$ cat config.mk
export PLATFORM = sky130hd
export DESIGN_NAME = uart_frame_parser
export DESIGN_NICKNAME = d
export VERILOG_FILES = /design/src/rtl/uart_frame_parser.sv
export SDC_FILE = /design/constraint.sdc
export NUM_CORES = 1
export LEC_CHECK = 0
export ABC_AREA = 1
export CAP_MARGIN = 20
export CORE_UTILIZATION = 60
export CTS_CLUSTER_DIAMETER = 40
export DETAILED_ROUTE_END_ITERATION = 8
export DONT_BUFFER_PORTS = 1
export PLACE_DENSITY_LB_ADDON = 0.2
export REMOVE_ABC_BUFFERS = 1
export SYNTH_ARGS = -nofsm -noshare
export SYNTH_HDL_FRONTEND = slang
export SYNTH_SLANG_ARGS = --single-unit
$ cat constraint.sdc
create_clock -name i_clk -period 3 [get_ports i_clk]
set_clock_uncertainty 0.1 [all_clocks]
set_input_delay 0.15 -clock i_clk [delete_from_list [all_inputs] [get_ports i_clk]]
set_output_delay 0.15 -clock i_clk [all_outputs]
set_load 0.05 [all_outputs]
$ cat src/rtl/uart_frame_parser.sv
// Command-frame delineator behind the UART receiver: SOF, LEN, LEN payload bytes, XOR checksum.
// Payload is forwarded as it arrives; the frame end is flagged good or bad with no backpressure.
module uart_frame_parser #(
  parameter logic [7:0]  SOF         = 8'hA5,
  parameter int unsigned MAX_LEN     = 16,
  parameter int unsigned TIMEOUT_CYC = 100000,
  parameter int unsigned CNT_W       = 17
) (
  input  logic       i_clk,
  input  logic       i_rst,
  input  logic [7:0] i_data,
  input  logic       i_valid,
  output logic [7:0] o_data,
  output logic       o_valid,
  output logic       o_last,
  output logic       o_frame_ok,
  output logic       o_frame_err,
  output logic [1:0] o_err_code,
  output logic       o_busy
);

  localparam logic [1:0] ST_IDLE    = 2'd0;
  localparam logic [1:0] ST_LEN     = 2'd1;
  localparam logic [1:0] ST_PAYLOAD = 2'd2;
  localparam logic [1:0] ST_CHECK   = 2'd3;

  localparam logic [7:0]       MAX_LEN_B = 8'(MAX_LEN);
  localparam logic [CNT_W-1:0] TMO_LAST  = CNT_W'(TIMEOUT_CYC - 1);

  localparam logic [1:0] ERR_LEN = 2'd1;
  localparam logic [1:0] ERR_CHK = 2'd2;
  localparam logic [1:0] ERR_TMO = 2'd3;

  logic [1:0]       state, state_nxt;
  logic [7:0]       len, rcv_cnt, chk;
  logic [CNT_W-1:0] tmo_cnt;
  logic             tmo_hit;
  logic             len_bad;
  logic             pay_last;

  // An arriving byte always beats the terminal count.
  assign tmo_hit  = (state != ST_IDLE) && !i_valid && (tmo_cnt == TMO_LAST);
  assign len_bad  = (i_data == 8'd0) || (i_data > MAX_LEN_B);
  assign pay_last = ((rcv_cnt + 8'd1) == len);

  always_comb begin
    state_nxt = state;
    if (tmo_hit) begin
      state_nxt = ST_IDLE;
    end else if (i_valid) begin
      case (state)
        ST_IDLE:    if (i_data == SOF) state_nxt = ST_LEN;
        ST_LEN:     state_nxt = len_bad ? ST_IDLE : ST_PAYLOAD;
        ST_PAYLOAD: if (pay_last) state_nxt = ST_CHECK;
        default:    state_nxt = ST_IDLE;
      endcase
    end
  end

  always_ff @(posedge i_clk or negedge i_rst) begin
    if (!i_rst) begin
      state       <= ST_IDLE;
      len         <= '0;
      rcv_cnt     <= '0;
      chk         <= '0;
      tmo_cnt     <= '0;
      o_data      <= '0;
      o_valid     <= 1'b0;
      o_last      <= 1'b0;
      o_frame_ok  <= 1'b0;
      o_frame_err <= 1'b0;
      o_err_code  <= '0;
      o_busy      <= 1'b0;
    end else begin
      state       <= state_nxt;
      o_busy      <= (state_nxt != ST_IDLE);
      o_valid     <= 1'b0;
      o_last      <= 1'b0;
      o_frame_ok  <= 1'b0;
      o_frame_err <= 1'b0;

      if (i_valid || state_nxt == ST_IDLE) begin
        tmo_cnt <= '0;
      end else begin
        tmo_cnt <= tmo_cnt + CNT_W'(1);
      end

      if (tmo_hit) begin
        o_frame_err <= 1'b1;
        o_err_code  <= ERR_TMO;
      end else if (i_valid) begin
        case (state)
          ST_LEN: begin
            len     <= i_data;
            chk     <= i_data;
            rcv_cnt <= '0;
            if (len_bad) begin
              o_frame_err <= 1'b1;
              o_err_code  <= ERR_LEN;
            end
          end
          ST_PAYLOAD: begin
            chk     <= chk ^ i_data;
            rcv_cnt <= rcv_cnt + 8'd1;
            o_data  <= i_data;
            o_valid <= 1'b1;
            o_last  <= pay_last;
          end
          ST_CHECK: begin
            if (i_data == chk) begin
              o_frame_ok <= 1'b1;
            end else begin
              o_frame_err <= 1'b1;
              o_err_code  <= ERR_CHK;
            end
          end
          default: ;
        endcase
      end
    end
  end

endmodule

==> results.py, run 1 <==
metrics = {
    "cells_and_area": {
        "area_growth_pct": 11.21,
        "fill_cells": 372,
        "nets": 416,
        "layout_commonest_cell": "nand2_1",
        "fin_area_um2": 3450,
        "drive_above_1_share_pct": 11.17,
        "diodes": 0,
        "mostFrequentLayoutCells": "nand2_1, dfrtp_1, inv_1",
    },
    "synth": {
        "muxShareOfSynthArea_pct": 0,
        "synth-compound-area-share_pct": 8.471,
        "ys.warnings.count": 0,
        "synth.cell_area_um2": 3102,
        "synth_fa_ha_area_share_pct": 2.824,
        "yosys.area_share.simple_pct": 29.12,
        "synth_xor_area_share_pct": 5.365,
        "avgSynthCellArea_um2": 8.141,
        "synth-seq-cells": 58,
        "synth_top_family_by_area": "simple AND/OR/NAND/NOR gates",
        "synth_cells": 381,
        "yosysSeqAreaShare_pct": 46.79,
        "ys_types": 32,
    },
    "sta": {
        "min_period_ps": 2412,
        "worst_pin_slew_ps": 624.8,
        "rsz0062_at_grt": "false",
        "finalMaxSlewViolations": 0,
        "max_slew_margin_pct": 58.25,
        "setup_tns_ps": 0,
        "fin_crit_sh_pct": 80.40,
        "hold_viol": 0,
        "fmax_mhz": 414.6,
        "setup_violations": 0,
    },
    "grt": {
        "grt.total_usage_pct": 28.20,
        "antenna_found_initial": 0,
        "grt_pass1_wl_mm": 11.38,
        "overflow": 0,
        "grt_max_degree": 59,
        "grt_pass1_vias": 2473,
    },
    "floorplanning": {
        "start_util_pct": 63.97,
        "die_x_um": 73.90,
        "design.core.area_um2": 4848,
        "core.rowCount": 25,
        "die_h_um": 73.90,
        "dieArea_um2": 5461,
        "io_pins": 26,
    },
    "detailed_routing": {
        "avgRoutedWirePerCell_um": 13.99,
        "via_count": 2503,
        "dr.first_iter.drc_count": 270,
        "ant_nets": 0,
        "detail_route.wirelength_mm": 6.575,
        "drcViolationCount": 0,
        "firstDrtPassIters": 5,
        "viasPerCell": 5.326,
    },
    "clock_network": {
        "numCtsBuffers": 9,
        "htreeDepth": 3,
        "clock_latency_ps": 340,
        "cts-root-buf": "clkbuf_8",
        "cts.reportedPaths.clkPinSlew_ps": 70,
        "cts_buffer_depth": 2,
        "cts_sinks": 58,
        "cts_resized": 0,
        "tritoncts": "built",
    },
    "power_and_ir_drop": {
        "p_leak_uw": 0.001614,
        "p_per_area_nw_per_um2": 828.8,
        "finalPower_uw": 2859,
        "peakVddDrop_mv": 0.6099,
    },
    "place": {
        "io_buffer_count": 0,
        "gp_congestion": 0.8783,
        "placed_area_um2": 3151,
        "hpwl_mm": 4.547,
    },
    "critical_path": {
        "end_kind": "register",
        "cp.arrival_ps": 2530,
        "start_kind": "register",
        "cp_max_fo": 17,
        "critPathRequiredTime_ps": 3120,
        "crit_type": "register to register",
    },
    "outcome": {
        "status": "finished, final reports clean",
    },
    "run": {
        "maxCapViolCount": 0,
    },
    "min_path": {
        "hold_path_class": "input pin to register",
    },
}
[logic make-up (layout without fill, tap and decap cells)]
logic type               after synthesis  in the layout
XOR/XNOR                              19             19
AO/OA/AOI/OAI                         50             50
adder cells (fa/ha/maj)                7              7
AND/OR/NAND/NOR                      192            192
buffers and inverters                 55             77
flip-flops                            58             58
[area by class of cell]
| type | instances | area, µm² | share of cell area [%] |
|---|---|---|---|
| flip-flops and latches | 58 | 1451 | 42.07 |
| well taps | 67 | 83.83 | 2.430 |
| repair buffers | 13 | 142.6 | 4.135 |
| multi-input cells | 268 | 1420 | 41.17 |
| inverters | 48 | 180.2 | 5.223 |
| clock buffers | 11 | 141.4 | 4.099 |
| clock inverters | 5 | 30.03 | 0.8705 |
[repair_timing]
item                                   CTS  global route
buffers inserted                         0             0
endpoints found under the hold margin   78             0
hold buffers                            11             0
[stage by stage]
stage | std cells | hold WS, ps | util [%] | setup slack (ps)
2_1_floorplan | 374 | -245.6 | - | 910.2
3_3_place_gp | 443 | -244.1 | 64.98 | 701.0
3_5_place_dp | 443 | -244.2 | 64.98 | 610.6
4_1_cts | 470 | 12.25 | 71.15 | 598.0
5_1_grt | 470 | 65.03 | 71.15 | 404.5
6_report | 470 | 17.03 | 71.15 | 587.9
[critical path: stages, from the launching register on]
cell and delay, ps:
dfrtp_1 450, inv_1 100, ha_1 230, or2_2 310, nor3_2 350, inv_1 100
nand3_1 80, nand2_1 70, inv_1 90, nand3_4 90, nand2_4 230, nor2_1 90
[cell usage after synthesis]
cell      instances  share of area (%)
xnor2_1           6                1.7
o21ai_0          36                5.8
o22ai_1           3               0.61
nand2_4           1               0.36
buf_6             1               0.36
inv_2             1               0.12
nand2_2           2               0.40
nand3_1          29                4.7
nor2_1           35                4.2
nand3_2           1               0.32
nor2_2           12                2.4
buf_12            1               0.65
nor3_2            3               0.97
inv_1            47                5.7
o21ai_1           1               0.16
nor4_1            3               0.61
a31o_2            1               0.28
a22o_1            1               0.28
and2_4            1               0.28
dfrtp_1          58                 47
nand3_4           1               0.56
nor2_4            3                1.1
nand4_1           8                1.6
nand2_1          88                 11
xor2_1           13                3.7
a21oi_1           7                1.1
a31oi_1           1               0.20
ha_1              7                2.8
nor3_1            3               0.48
or2_2             1               0.20
nand3b_1          1               0.24
clkbuf_1          5               0.61
[final timing paths]
kind / slack, ps / depth (start not counted) / startpoint / to
max: 590 / 11 / state[1] / tmo_cnt[3]
min reg2reg: 360 / 1 / tmo_cnt[0] / tmo_cnt[0]
min: 20 / 3 / i_data[1] / chk[1]
max in group asynchronous: 2310 / 2 / i_rst / tmo_cnt[12]
min in group asynchronous: 250 / 2 / i_rst / o_data[1]
max reg2reg: 590 / 11 / state[1] / tmo_cnt[3]
[metal layers]
layer | routed length [µm] | track usage [%] | vias up
li1 | - | - | 1264
met1 | 3067 | 38.90 | 1175
met2 | 3085 | 42.63 | 53
met3 | 289 | 6.036 | 11
met4 | 132 | 13.25 | 0
met5 | 0 | 0 | -
[registers in the layout, indices dropped and copies added, names as in the netlist]
signal / count
state: 2
o_frame_ok: 1
chk: 8
o_data: 8
rcv_cnt: 8
o_busy: 1
len: 8
o_valid: 1
o_err_code: 2
tmo_cnt: 17
o_last: 1
o_frame_err: 1
[power by group]
part,internal [µW],switching [µW],leakage (µW)
Combinational,307,504,0.000764
Clock,317,309,0.0000851
Sequential,990,432,0.000766
No activity file was read; power rests on OpenSTA's default activity.
==> inputs of run 2 (changes only) <==
--- a/config.mk
+++ b/config.mk
@@ -7,7 +7,7 @@
 export LEC_CHECK = 0
 export ABC_AREA = 1
 export CAP_MARGIN = 20
-export CORE_UTILIZATION = 60
+export CORE_UTILIZATION = 57
 export CTS_CLUSTER_DIAMETER = 40
 export DETAILED_ROUTE_END_ITERATION = 8
 export DONT_BUFFER_PORTS = 1
==> constraint.sdc (replaced) <==
create_clock -name i_clk -period 2.04 [get_ports i_clk]
set_clock_uncertainty 0.1 [all_clocks]
set_input_delay 0.102 -clock i_clk [delete_from_list [all_inputs] [get_ports i_clk]]
set_output_delay 0.102 -clock i_clk [all_outputs]
set_load 0.05 [all_outputs]
==> results.py, run 2 (synthesized netlist as in run 1, its figures left out) <==
metrics = {
    "clock_network": {
        "cts_buffer_depth": 2,
        "cts-root-buf": "clkbuf_8",
        "clock_latency_ps": 340,
        "cts_sinks": 58,
        "cts.reportedPaths.clkPinSlew_ps": 70,
        "numCtsBuffers": 9,
        "tritoncts": "built",
        "htreeDepth": 3,
    },
    "min_path": {
        "worstHoldStart": "i_data[4]",
        "worstHoldPathCells": 4,
        "worstHoldEndpoint": "chk[4]",
        "hold_path_class": "input pin to register",
    },
    "run": {
        "maxCapViolCount": 0,
    },
    "sta": {
        "worst_pin_slew_ps": 489.7,
        "finalMaxSlewViolations": 0,
        "holdWs_ps": 8.113,
        "rsz0062_at_grt": "true",
        "setup_violations": 18,
        "hold_viol": 0,
        "final.setup.worst_slack_ps": -37.58,
        "max_slew_margin_pct": 67.27,
        "fmax_mhz": 481.3,
        "fin_crit_sh_pct": 101.8,
        "min_period_ps": 2078,
    },
    "critical_path": {
        "end_kind": "register",
        "r2r-end": "tmo_cnt[14]",
        "crit_type": "register to register",
        "critPathRequiredTime_ps": 2160,
        "slowest_stage": "dfrtp_1",
        "critical-path-max-stage-delay_ps": 410,
        "rr_worst_depth": 15,
        "r2r_slack_ps": -40,
        "crit_family": "simple AND/OR/NAND/NOR gates",
        "path_buf_inv": 1,
        "start_kind": "register",
        "cp.arrival_ps": 2200,
        "r2r-start": "rcv_cnt[1]",
        "cp_max_fo": 8,
        "path_cells": "buf_6, nand2_2, nor2_4, nand2_2, and2_4, nor2_2, nor2_2, nand3_1, nand2_1, nand2_1, nand2_1, nand2_2, nand3_4, nand2_8, nor2_2",
    },
    "floorplanning": {
        "die_h_um": 75.77,
        "start_util_pct": 59.97,
        "core.rowCount": 26,
        "die_x_um": 75.77,
        "io_pins": 26,
        "design.core.area_um2": 5172,
        "dieArea_um2": 5740,
    },
    "power_and_ir_drop": {
        "power_frac_clock_pct": 20.7,
        "switching_share_pct": 42.37,
        "power_frac_seq_pct": 45.6,
        "p_comb_share_pct": 33.7,
        "p_int_uw": 2622,
        "p_leak_uw": 0.001733,
        "peakVddDrop_mv": 1.071,
        "p_switching_uw": 1928,
        "p_per_area_nw_per_um2": 1217,
    },
    "cells_and_area": {
        "largest_register": "tmo_cnt",
        "diodes": 0,
        "fin_area_um2": 3739,
        "largest_reg_flops": 17,
        "nets": 438,
        "drive_above_1_share_pct": 21.93,
        "area_growth_pct": 20.53,
        "fin_util_pct": 72.28,
        "layout_commonest_cell": "nand2_1",
        "mostFrequentLayoutCells": "nand2_1, dfrtp_1, inv_1",
    },
    "detailed_routing": {
        "via_count": 2610,
        "avgRoutedWirePerCell_um": 14.05,
        "dr.first_iter.drc_count": 160,
        "drcViolationCount": 0,
        "firstDrtPassIters": 6,
        "viasPerCell": 5.283,
        "detail_route.wirelength_mm": 6.939,
        "ant_nets": 0,
    },
    "grt": {
        "grt_pass1_vias": 2469,
        "antenna_found_initial": 0,
        "grt.total_usage_pct": 27.15,
        "grt_pass1_wl_mm": 11.16,
        "grt_max_degree": 59,
        "overflow": 0,
    },
    "outcome": {
        "status": "complete, but fails checks",
        "violations": "negative setup slack",
    },
    "place": {
        "placed_area_um2": 3252,
        "hpwl_mm": 4.572,
        "dp_worst_setup_slack_ps": -99.16,
        "io_buffer_count": 0,
        "gp_congestion": 0.8037,
    },
}
run 2: changes by cell type in the layout (fill, tap and decap cells not counted), moves of 2 or more:
cell / change
ha_1: -3
clkinvlp_4: -2
nand2_1: -9
nand3_2: +3
ha_2: +2
nand2_8: +2
nand2_2: +9
buf_4: +20
nor2_2: +9
nand3_1: -3
nor2_1: -10
run 2: cell type report:
type                       count  area (µm²)
multi-input combinational    269        1545
sequential                    58        1451
fill                         357        1434
timing repair buffer          34       304.0
inverter                      48       180.2
clock buffer                  12       155.1
tap                           70       87.58
clock inverter                 3       15.01
run 2: per-stage QoR:
stage,instances,power (µW),TNS [ps]
after CTS,490,4448,-800.9
after floorplan,374,2931,-660.1
after global routing,494,4851,-2503
after detailed placement,459,3351,-1290
after global placement,459,3295,-66.26
final,494,4550,-437.1
run 2: metal layers:
metal | global-route usage, % | vias up | wire [µm]
li1 | - | 1299 | -
met3 | 7.937 | 16 | 318
met5 | 0 | - | 0
met1 | 37.03 | 1236 | 3294
met4 | 10.29 | 0 | 124
met2 | 41.00 | 59 | 3201
run 2: worst reg2reg max path, delay by kind of cell, from the launching register on:
kind / cells / cell delay [ps]
buffers and inverters: 1 / 120
AND/OR/NAND/NOR: 14 / 1330
flip-flops: 1 / 410
run 2: power groups by stage:
stage,clock (µW),combinational (µW),sequential (µW)
floorplan,0,894,2040
finish,942,1530,2080
global route,1010,1730,2110
global placement,0,1220,2070
detailed placement,0,1270,2080
CTS,950,1440,2060
run 2: timing repair:
action                                  in CTS  in global routing
resized for setup                            7                 26
pin swaps                                    2                  2
cloned                                       1                  0
buffers inserted                             4                  4
endpoints found under the setup margin      17                 21
hold buffers                                11                  0
hold endpoints to repair                    87                  0
run 2: worst max path at each step:
stage	depth (start not counted)	slack, ps	start	endpoint
after global routing	17	-160	rcv_cnt[0]	tmo_cnt[6]
after detailed placement	16	-100	rcv_cnt[0]	tmo_cnt[0]
after CTS	14	-60	rcv_cnt[1]	tmo_cnt[1]
after floorplan	11	-50	state[0]	tmo_cnt[0]
after global placement	14	-10	rcv_cnt[0]	tmo_cnt[4]
final	15	-40	rcv_cnt[1]	tmo_cnt[14]
